**src/rtl/nes_bus_pkg.sv**
```systemverilog
// Shared NES CPU-bus definitions: register addresses, bus direction
// encodings and the sprite-DMA state type.
package nes_bus_pkg;

  // CPU-side register that starts a sprite DMA transfer
  localparam logic [15:0] DMA_REG_ADDR  = 16'h4014;
  // PPU OAMDATA register, destination of every DMA write
  localparam logic [15:0] OAMDATA_ADDR  = 16'h2004;

  // Bus direction encodings (read/~write)
  localparam logic        RW_READ       = 1'b1;
  localparam logic        RW_WRITE      = 1'b0;

  // Number of bytes moved by one transfer, minus one (last index)
  localparam logic [7:0]  DMA_LAST_IDX  = 8'hFF;

  typedef enum logic [2:0] {
    IDLE  = 3'd0,
    HALT  = 3'd1,
    ALIGN = 3'd2,
    READ  = 3'd3,
    WRITE = 3'd4
  } dma_state_e;

  // Source address of byte idx within a 256-byte page. The index never
  // carries into the page, so page $FF stays inside $FF00-$FFFF.
  function automatic logic [15:0] page_addr(input logic [7:0] page,
                                            input logic [7:0] idx);
    page_addr = {page, idx};
  endfunction

endpackage

```
**src/rtl/oam_dma.sv**
```systemverilog
// Sprite DMA engine: a CPU write to the trigger register halts the CPU and
// copies one 256-byte page into PPU OAMDATA as alternating read/write
// bus cycles. All outputs are registers loaded from next-state values, so
// there is no combinational path from any input to any output.
module oam_dma
  import nes_bus_pkg::*;
#(
  parameter logic [15:0] DMA_REG_ADDRESS = DMA_REG_ADDR,
  parameter logic [15:0] OAMDATA_ADDRESS = OAMDATA_ADDR
) (
  input  logic        i_clk,
  input  logic        i_reset,
  input  logic [15:0] i_cpu_address,
  input  logic [7:0]  i_cpu_data,
  input  logic        i_cpu_rw,
  input  logic [7:0]  i_bus_data,
  output logic        o_cpu_halt,
  output logic        o_busy,
  output logic        o_bus_en,
  output logic [15:0] o_bus_address,
  output logic [7:0]  o_bus_data,
  output logic        o_bus_rw
);

  // FSM and datapath state
  dma_state_e  state_q,  state_d;
  logic [7:0]  page_q,   page_d;
  logic [7:0]  index_q,  index_d;
  logic [7:0]  latch_q,  latch_d;
  logic        parity_q, parity_d;

  // Registered outputs and their next values
  logic        busy_q,   busy_d;
  logic        bus_en_q, bus_en_d;
  logic [15:0] addr_q,   addr_d;
  logic [7:0]  data_q,   data_d;
  logic        rw_q,     rw_d;

  logic        trigger_s;

  // CPU write to the trigger register (only acted on while idle)
  assign trigger_s = (i_cpu_rw == RW_WRITE) && (i_cpu_address == DMA_REG_ADDRESS);

  // State, datapath and output registers with synchronous reset
  always_ff @(posedge i_clk) begin
    if (i_reset) begin
      state_q  <= IDLE;
      page_q   <= 8'h00;
      index_q  <= 8'h00;
      latch_q  <= 8'h00;
      parity_q <= 1'b0;
      busy_q   <= 1'b0;
      bus_en_q <= 1'b0;
      addr_q   <= 16'h0000;
      data_q   <= 8'h00;
      rw_q     <= RW_READ;
    end else begin
      state_q  <= state_d;
      page_q   <= page_d;
      index_q  <= index_d;
      latch_q  <= latch_d;
      parity_q <= parity_d;
      busy_q   <= busy_d;
      bus_en_q <= bus_en_d;
      addr_q   <= addr_d;
      data_q   <= data_d;
      rw_q     <= rw_d;
    end
  end

  // Next-state logic: trigger capture, read/write alternation, byte counter
  always_comb begin
    state_d  = state_q;
    page_d   = page_q;
    index_d  = index_q;
    latch_d  = latch_q;
    // Free-running phase bit; reads are always placed on its even phase
    parity_d = ~parity_q;

    case (state_q)
      IDLE: begin
        if (trigger_s) begin
          page_d  = i_cpu_data;
          index_d = 8'h00;
          state_d = HALT;
        end else begin
          state_d = IDLE;
        end
      end

      HALT: begin
        // parity_q==1 now means parity will be 0 in the next cycle
        if (parity_q == 1'b1) begin
          state_d = READ;
        end else begin
          state_d = ALIGN;
        end
      end

      ALIGN: begin
        state_d = READ;
      end

      READ: begin
        // Zero-wait-state bus: data is valid at the edge ending READ
        latch_d = i_bus_data;
        state_d = WRITE;
      end

      WRITE: begin
        if (index_q == DMA_LAST_IDX) begin
          state_d = IDLE;
        end else begin
          index_d = index_q + 8'd1;
          state_d = READ;
        end
      end

      default: begin
        state_d = IDLE;
      end
    endcase
  end

  // Output decode from the next state so the registered outputs line up
  // with the state they describe
  always_comb begin
    busy_d   = 1'b0;
    bus_en_d = 1'b0;
    addr_d   = 16'h0000;
    data_d   = 8'h00;
    rw_d     = RW_READ;

    case (state_d)
      IDLE: begin
        busy_d = 1'b0;
      end

      HALT, ALIGN: begin
        busy_d = 1'b1;
      end

      READ: begin
        busy_d   = 1'b1;
        bus_en_d = 1'b1;
        addr_d   = page_addr(page_d, index_d);
        rw_d     = RW_READ;
      end

      WRITE: begin
        busy_d   = 1'b1;
        bus_en_d = 1'b1;
        addr_d   = OAMDATA_ADDRESS;
        data_d   = latch_d;
        rw_d     = RW_WRITE;
      end

      default: begin
        busy_d = 1'b0;
      end
    endcase
  end

  assign o_busy        = busy_q;
  assign o_cpu_halt    = busy_q;
  assign o_bus_en      = bus_en_q;
  assign o_bus_address = addr_q;
  assign o_bus_data    = data_q;
  assign o_bus_rw      = rw_q;

endmodule
```
**config.mk**
```make
export PLATFORM = sky130hd
export DESIGN_NAME = oam_dma
export DESIGN_NICKNAME = d
export VERILOG_FILES = /design/src/rtl/nes_bus_pkg.sv /design/src/rtl/oam_dma.sv
export SDC_FILE = /design/constraint.sdc
export NUM_CORES = 1
export LEC_CHECK = 0
export BUFFER_PORTS_ARGS = -buffer_cell sky130_fd_sc_hd__buf_4
export CORE_MARGIN = 1.5
export CORE_UTILIZATION = 47
export CTS_BUF_LIST = sky130_fd_sc_hd__clkbuf_16
export CTS_CLUSTER_SIZE = 40
export DETAILED_ROUTE_END_ITERATION = 8
export PLACE_DENSITY = 0.87
export SLEW_MARGIN = 20
export SYNTH_ARGS = -nofsm -noshare
export SYNTH_HDL_FRONTEND = slang
export SYNTH_SLANG_ARGS = --single-unit
```
**constraint.sdc**
```tcl
create_clock -name i_clk -period 2.52 [get_ports i_clk]
set_input_delay 0 -clock i_clk [delete_from_list [all_inputs] [get_ports i_clk]]
set_output_delay 0 -clock i_clk [all_outputs]
set_load 0.01 [all_outputs]
```
## After elaboration in Yosys (flattened, before gate mapping)

Cells that the tools add are included.

| cells by class | value |
|---|---|
| $add $sub $neg | 1 |
| eq/ne operators | 10 |
| multiplexer cells | 14 |
| bitwise gates (word level) | 3 |
| reduce and logical (&&, ||, !) cells | 5 |

Operators by type and width:

| cell | count |
|---|---|
| $mux W8 | 5 |
| $pmux W16 S2 | 1 |
| $eq A16 B15 Y1 const B | 1 |
| $pmux W8 S2 | 1 |
| $pmux W3 S5 | 1 |
| $eq A3 B2 Y1 const B | 4 |
| $add A8 B1 Y8 const B | 1 |
| $eq A8 B8 Y1 const B | 1 |
| $eq A3 B1 Y1 const B | 2 |
| $eq A3 B3 Y1 const B | 2 |
| $mux W1 | 5 |
| $reduce_or A2 Y1 | 2 |
| $reduce_or A4 Y1 | 1 |
| $logic_not A3 Y1 | 1 |
| $not A1 Y1 | 3 |
| $mux W2 | 1 |
| $logic_and A1 B1 Y1 | 1 |

| word-level totals | value |
|---|---|
| register bits after elaboration | 55 |
| input port bits | 35 |
| output and inout bits | 28 |
| logic and storage cells | 43 |

## Logic depth before layout (Yosys ltp)

| logic depth | value |
|---|---|
| depth in word-level cells | 7 |
| depth in mapped cells | 7 |
| depth with buffers taken out | 6 |

## Least setup slack after synthesis

OpenSTA, ideal clock, no wires.

| path | value |
|---|---|
| kind | register -> register |
| start | register index_q[0] |
| end | register addr_q[2], in the netlist o_bus_address[2] |
| setup time | 0.074 ns |
| data arrival time | 1.672 ns |
| data required time | 2.446 ns |
| path slack | 0.773 ns |
| stages on the path, launching flop included | 6 |
| buffers on the path | 0 |
| period minus slack after synthesis | 1.747 ns |
| cells stage by stage | dfxtp_1 > ha_1 > nor4bb_1 > nor2_1 > or4_2 > o21ai_0 |

| on the way | value |
|---|---|
| cells in the longest elaborated chain, start to end | 5 |
| elaborated cells on any way between the ends | 9 |
| those cells by class | add/sub: 1; eq/ne: 3; mux: 5 |

Ends and longest elaborated chain:

| element | line | text |
|---|---|---|
| start, declared | oam_dma.sv:28 | `logic [7:0] index_q, index_d;` |
| start signal, assigned | oam_dma.sv:60 | `index_q <= index_d;` |
| branches (longest 4 deep; another with $add A8 B1 Y8) | n/a |  |
| $pmux W16 S2 (*) | oam_dma.sv:134 | `case (state_d)` |
| end signal, assigned | oam_dma.sv:65 | `addr_q <= addr_d;` |
| end, declared | oam_dma.sv:35 | `logic [15:0] addr_q, addr_d;` |

Mark *: on every way between the ends.
A chain may end at the register's enable or synchronous reset.

## Worst setup path after layout

| path | value |
|---|---|
| start | register state_q[2] |
| end | register addr_q[13], in the netlist o_bus_address[13] |

| on the way | value |
|---|---|
| cells in the longest elaborated chain, start to end | 4 |
| elaborated cells on any way between the ends | 10 |
| those cells by class | eq/ne: 6; mux: 3; reduce/logical: 1 |

Ends and longest elaborated chain:

| element | line | text |
|---|---|---|
| start, declared | oam_dma.sv:26 | `dma_state_e state_q, state_d;` |
| start signal, assigned | oam_dma.sv:58 | `state_q <= state_d;` |
| $eq A3 B3 Y1 (tied with other cells) | oam_dma.sv:80 | `case (state_q)` |
| $pmux W3 S5 | oam_dma.sv:80 |  |
| $eq A3 B3 Y1 or $eq A3 B2 Y1 (tied branches) | oam_dma.sv:134 |  |
| $pmux W16 S2 (*) | oam_dma.sv:134 |  |

Mark *: on every way between the ends. The rest lies on a longest branch, timed or not.

==> impl_metrics.env <==
export IMPL_num_rows=21
export IMPL_firstDrtPassIters=4
export IMPL_synth_ff_type="dfxtp_1"
export IMPL_ant_nets=0
export IMPL_worst_path_max_fanout=13
export IMPL_antenna_cells=0
export IMPL_synth_async_sr_flop_share_pct=0
export IMPL_antenna_found_initial=0
export IMPL_yosys_register_bits=47
export IMPL_drv_cap=0
export IMPL_skew_ns=0.004592
export IMPL_timing_final_hold_violations=0
export IMPL_crit_path_start_kind="register"
export IMPL_grt_overflow=0
export IMPL_worst_setup_path_type="reg2reg"
export IMPL_syn2layout_area_growth_pct=42.50
export IMPL_dp_hpwl_um=2588
export IMPL_grt_pass1_wl_um=6410
export IMPL_dr_first_iter_drc_count=44
export IMPL_r2r_cells=5
export IMPL_place_congestion=0.8548
export IMPL_seq_area_frac_synth_pct=54.26
export IMPL_worst_path_buf_inv=0
export IMPL_stdcell_count=290
export IMPL_start_util_pct=50.38
export IMPL_path_clk_slew_ns=0.06
export IMPL_min_path_cells=2
export IMPL_synth_distinct_cells=46
export IMPL_syn_avg_cell_area_um2=10.26
export IMPL_fmax_ghz=0.5060
export IMPL_sw_frac_of_total_pct=19.13
export IMPL_crit_arrival_ns=2.19
export IMPL_die_w_um=63.74
export IMPL_synth_top_area_share_pct=54.26
export IMPL_endpoint_kind="register"
export IMPL_syn_nets=205
export IMPL_clock_sinks=47
export IMPL_path_delay_family="simple AND/OR/NAND/NOR gates"
export IMPL_portBuffers=62
export IMPL_pwr_share_clk_pct=42.7
export IMPL_holdCritStartpoint="i_reset"
export IMPL_track_usage_pct=20.84
export IMPL_worstSkewPairLatency_ns=0.28
export IMPL_synth_area_mm2=0.001734
export IMPL_power_frac_comb_pct=5.0
export IMPL_slowest_delay_ns=0.46
export IMPL_register_area_um2=940.9
export IMPL_drive_above_1_share_pct=31.97
export IMPL_n_fill_cell=261
export IMPL_grt_pass1_vias=1482
export IMPL_rsz0062_at_grt="false"
export IMPL_rrSetupSlack_ns=0.54
export IMPL_synth_area_top_cells="dfxtp_1, nor2_1, mux2i_1"
export IMPL_root_buffer="clkbuf_16"
export IMPL_cp_required_ns=2.73
export IMPL_synth_edf_count=0
export IMPL_cellInternalPower_w=0.001152
export IMPL_coreArea_mm2=0.003442
export IMPL_vias=1463
export IMPL_die_h_um=63.74
export IMPL_p_leak_nw=1.056
export IMPL_cts_tree="yes"
export IMPL_post_route_period_util_pct=78.42
export IMPL_rr_endpoint="o_bus_address[13]"
export IMPL_power_density_mw_per_mm2=576.4
export IMPL_setup_viol=0
export IMPL_worst_path_max_delay_cell="dfxtp_1"
export IMPL_multi_input_area_um2=698.2
export IMPL_via_per_inst=5.045
export IMPL_crit_chain="nor3b_2, o21ai_2, o21a_1, or2_2, o21ai_0"
export IMPL_vdd_ir_drop_max_v=0.0004670
export IMPL_ctsLongestPathBuffers=2
export IMPL_fin_crit_ns=1.976
export IMPL_drcViolationCount=0
export IMPL_slew_violations=0
export IMPL_fin_nets=280
export IMPL_numCtsBuffers=5
export IMPL_tightest_slew_ns=0.4854
export IMPL_yosysWarnings=0
export IMPL_hp_class="in2reg"
export IMPL_synth_largest_area_cell="dfxtp_1"
export IMPL_io_pins=63
export IMPL_hold_end="parity_q"
export IMPL_placed_cells_incl_taps=267
export IMPL_grt_max_degree=24
export IMPL_synthCells=169
export IMPL_r2r_start="state_q[2]"
export IMPL_status="finished clean"
export IMPL_slew_limit_headroom_pct=67.39
export IMPL_p_seq_share_pct=52.3
export IMPL_htree_levels=2
export IMPL_setup_tns_final_ns=0
export IMPL_postRouteWirelength_um=3844
export IMPL_detail_route_wl_per_cell_um=13.26
export IMPL_p_switching_w=0.0002725
export IMPL_design_die_area_mm2=0.004063
## kinds of logic (layout without fill, tap and decap cells)
group                    Yosys count  count (layout)  synth area share [%]
adder cells (fa/ha/maj)            1               1                0.7214
AND/OR/NAND/NOR                   77              77                 25.54
XOR/XNOR                           3               3                 1.515
multiplexers                       9               9                 5.267
buffers and inverters             14              89                 5.483
AO/OA/AOI/OAI                     18              18                 7.216
flip-flops                        47              47                 54.26
## state kept, by name, summed over array words and instances, names as in the netlist
| register | count |
|---|---|
| o_bus_address | 16 |
| index_q | 8 |
| o_bus_data | 8 |
| page_q | 8 |
| state_q | 3 |
| o_bus_en | 1 |
| o_bus_rw | 1 |
| o_busy | 1 |
| parity_q | 1 |
## repair_timing
| action | in CTS | in global routing |
|---|---|---|
| buffers inserted | 0 | 0 |
| endpoints found under the setup margin | 0 | 0 |
| endpoints found under the hold margin | 21 | 0 |
| gates resized for setup | 0 | 0 |
| hold buffers | 16 | 0 |
## placed cells by master (no fill, tap or decap), drive strengths merged, types with 2 or more instances in the layout
| cell | count |
|---|---|
| nor2 | 28 |
| nand4 | 3 |
| clkbuf | 5 |
| or3 | 2 |
| or4 | 2 |
| a31oi | 2 |
| inv | 4 |
| buf | 62 |
| mux2i | 8 |
| nand2b | 2 |
| nand3 | 7 |
| and2 | 9 |
| nand2 | 5 |
| xor2 | 2 |
| a21oi | 5 |
| nor4 | 4 |
| o21ai | 3 |
| nor3 | 5 |
| dlygate4sd3 | 16 |
| dfxtp | 47 |
| and3 | 3 |
| clkinv | 2 |
## how the worst max path moves through the flow
stage                    start  depth (start not counted)                 to  slack, ns
finish              state_q[2]                          5  o_bus_address[13]       0.54
global route        state_q[2]                          5  o_bus_address[13]       0.35
CTS                 state_q[2]                          5  o_bus_address[13]       0.56
detailed placement  state_q[2]                          5  o_bus_address[13]       0.58
global placement    state_q[2]                          5  o_bus_address[13]       0.66
floorplan           index_q[0]                          5   o_bus_address[2]       0.77
## cell type report
type	instances	area share (%)
inverters	4	0.6076
flip-flops and latches	47	38.08
multi-input cells	108	28.25
well taps	46	2.329
clock buffers	5	5.063
clock inverters	2	0.3544
repair buffers	78	25.32
## synthesized netlist by cell type, drive strengths merged (3+ instances only)
library cell and number:
o21ai 3, a21oi 5, nor4 4, and2 9, nand4 3, and3 3, clkbuf 3, inv 4
dfxtp 47, nor2 28, nand2 5, buf 7, nand3 7, mux2i 8, nor3 5
## power by group through the flow
stage | Combinational, W | Sequential, W | Clock (W)
CTS | 0.0000708 | 0.000745 | 0.000620
floorplan | 0.0000103 | 0.000761 | 0
finish | 0.0000712 | 0.000745 | 0.000608
detailed placement | 0.0000511 | 0.000761 | 0
global route | 0.0000760 | 0.000744 | 0.000659
global placement | 0.0000499 | 0.000761 | 0
## through the flow
stage / power [W] / util, % / instance area [um2] / hold WS (ns) / worst slack [ns]
after detailed placement: 0.0008122 / 63.25 / 2177 / 0.2083 / 0.5768
after floorplan: 0.0007713 / - / 1734 / 0.1217 / 0.7734
final: 0.001424 / 71.79 / 2471 / 0.05582 / 0.5439
after global routing: 0.001479 / 71.79 / 2471 / 0.06965 / 0.3509
after CTS: 0.001435 / 71.79 / 2471 / 0.04804 / 0.5637
after global placement: 0.0008111 / 63.25 / 2177 / 0.2028 / 0.6553
## metal layers
layer  global-route usage (%)  up-vias  share of wire [%]
met4                    8.152        0                1.3
met2                    37.24       38                 53
li1                         -      730                  -
met1                    22.81      689                 42
met5                        0        -                  0
met3                    6.690        6                4.4
(Power assumes the default switching activity.)
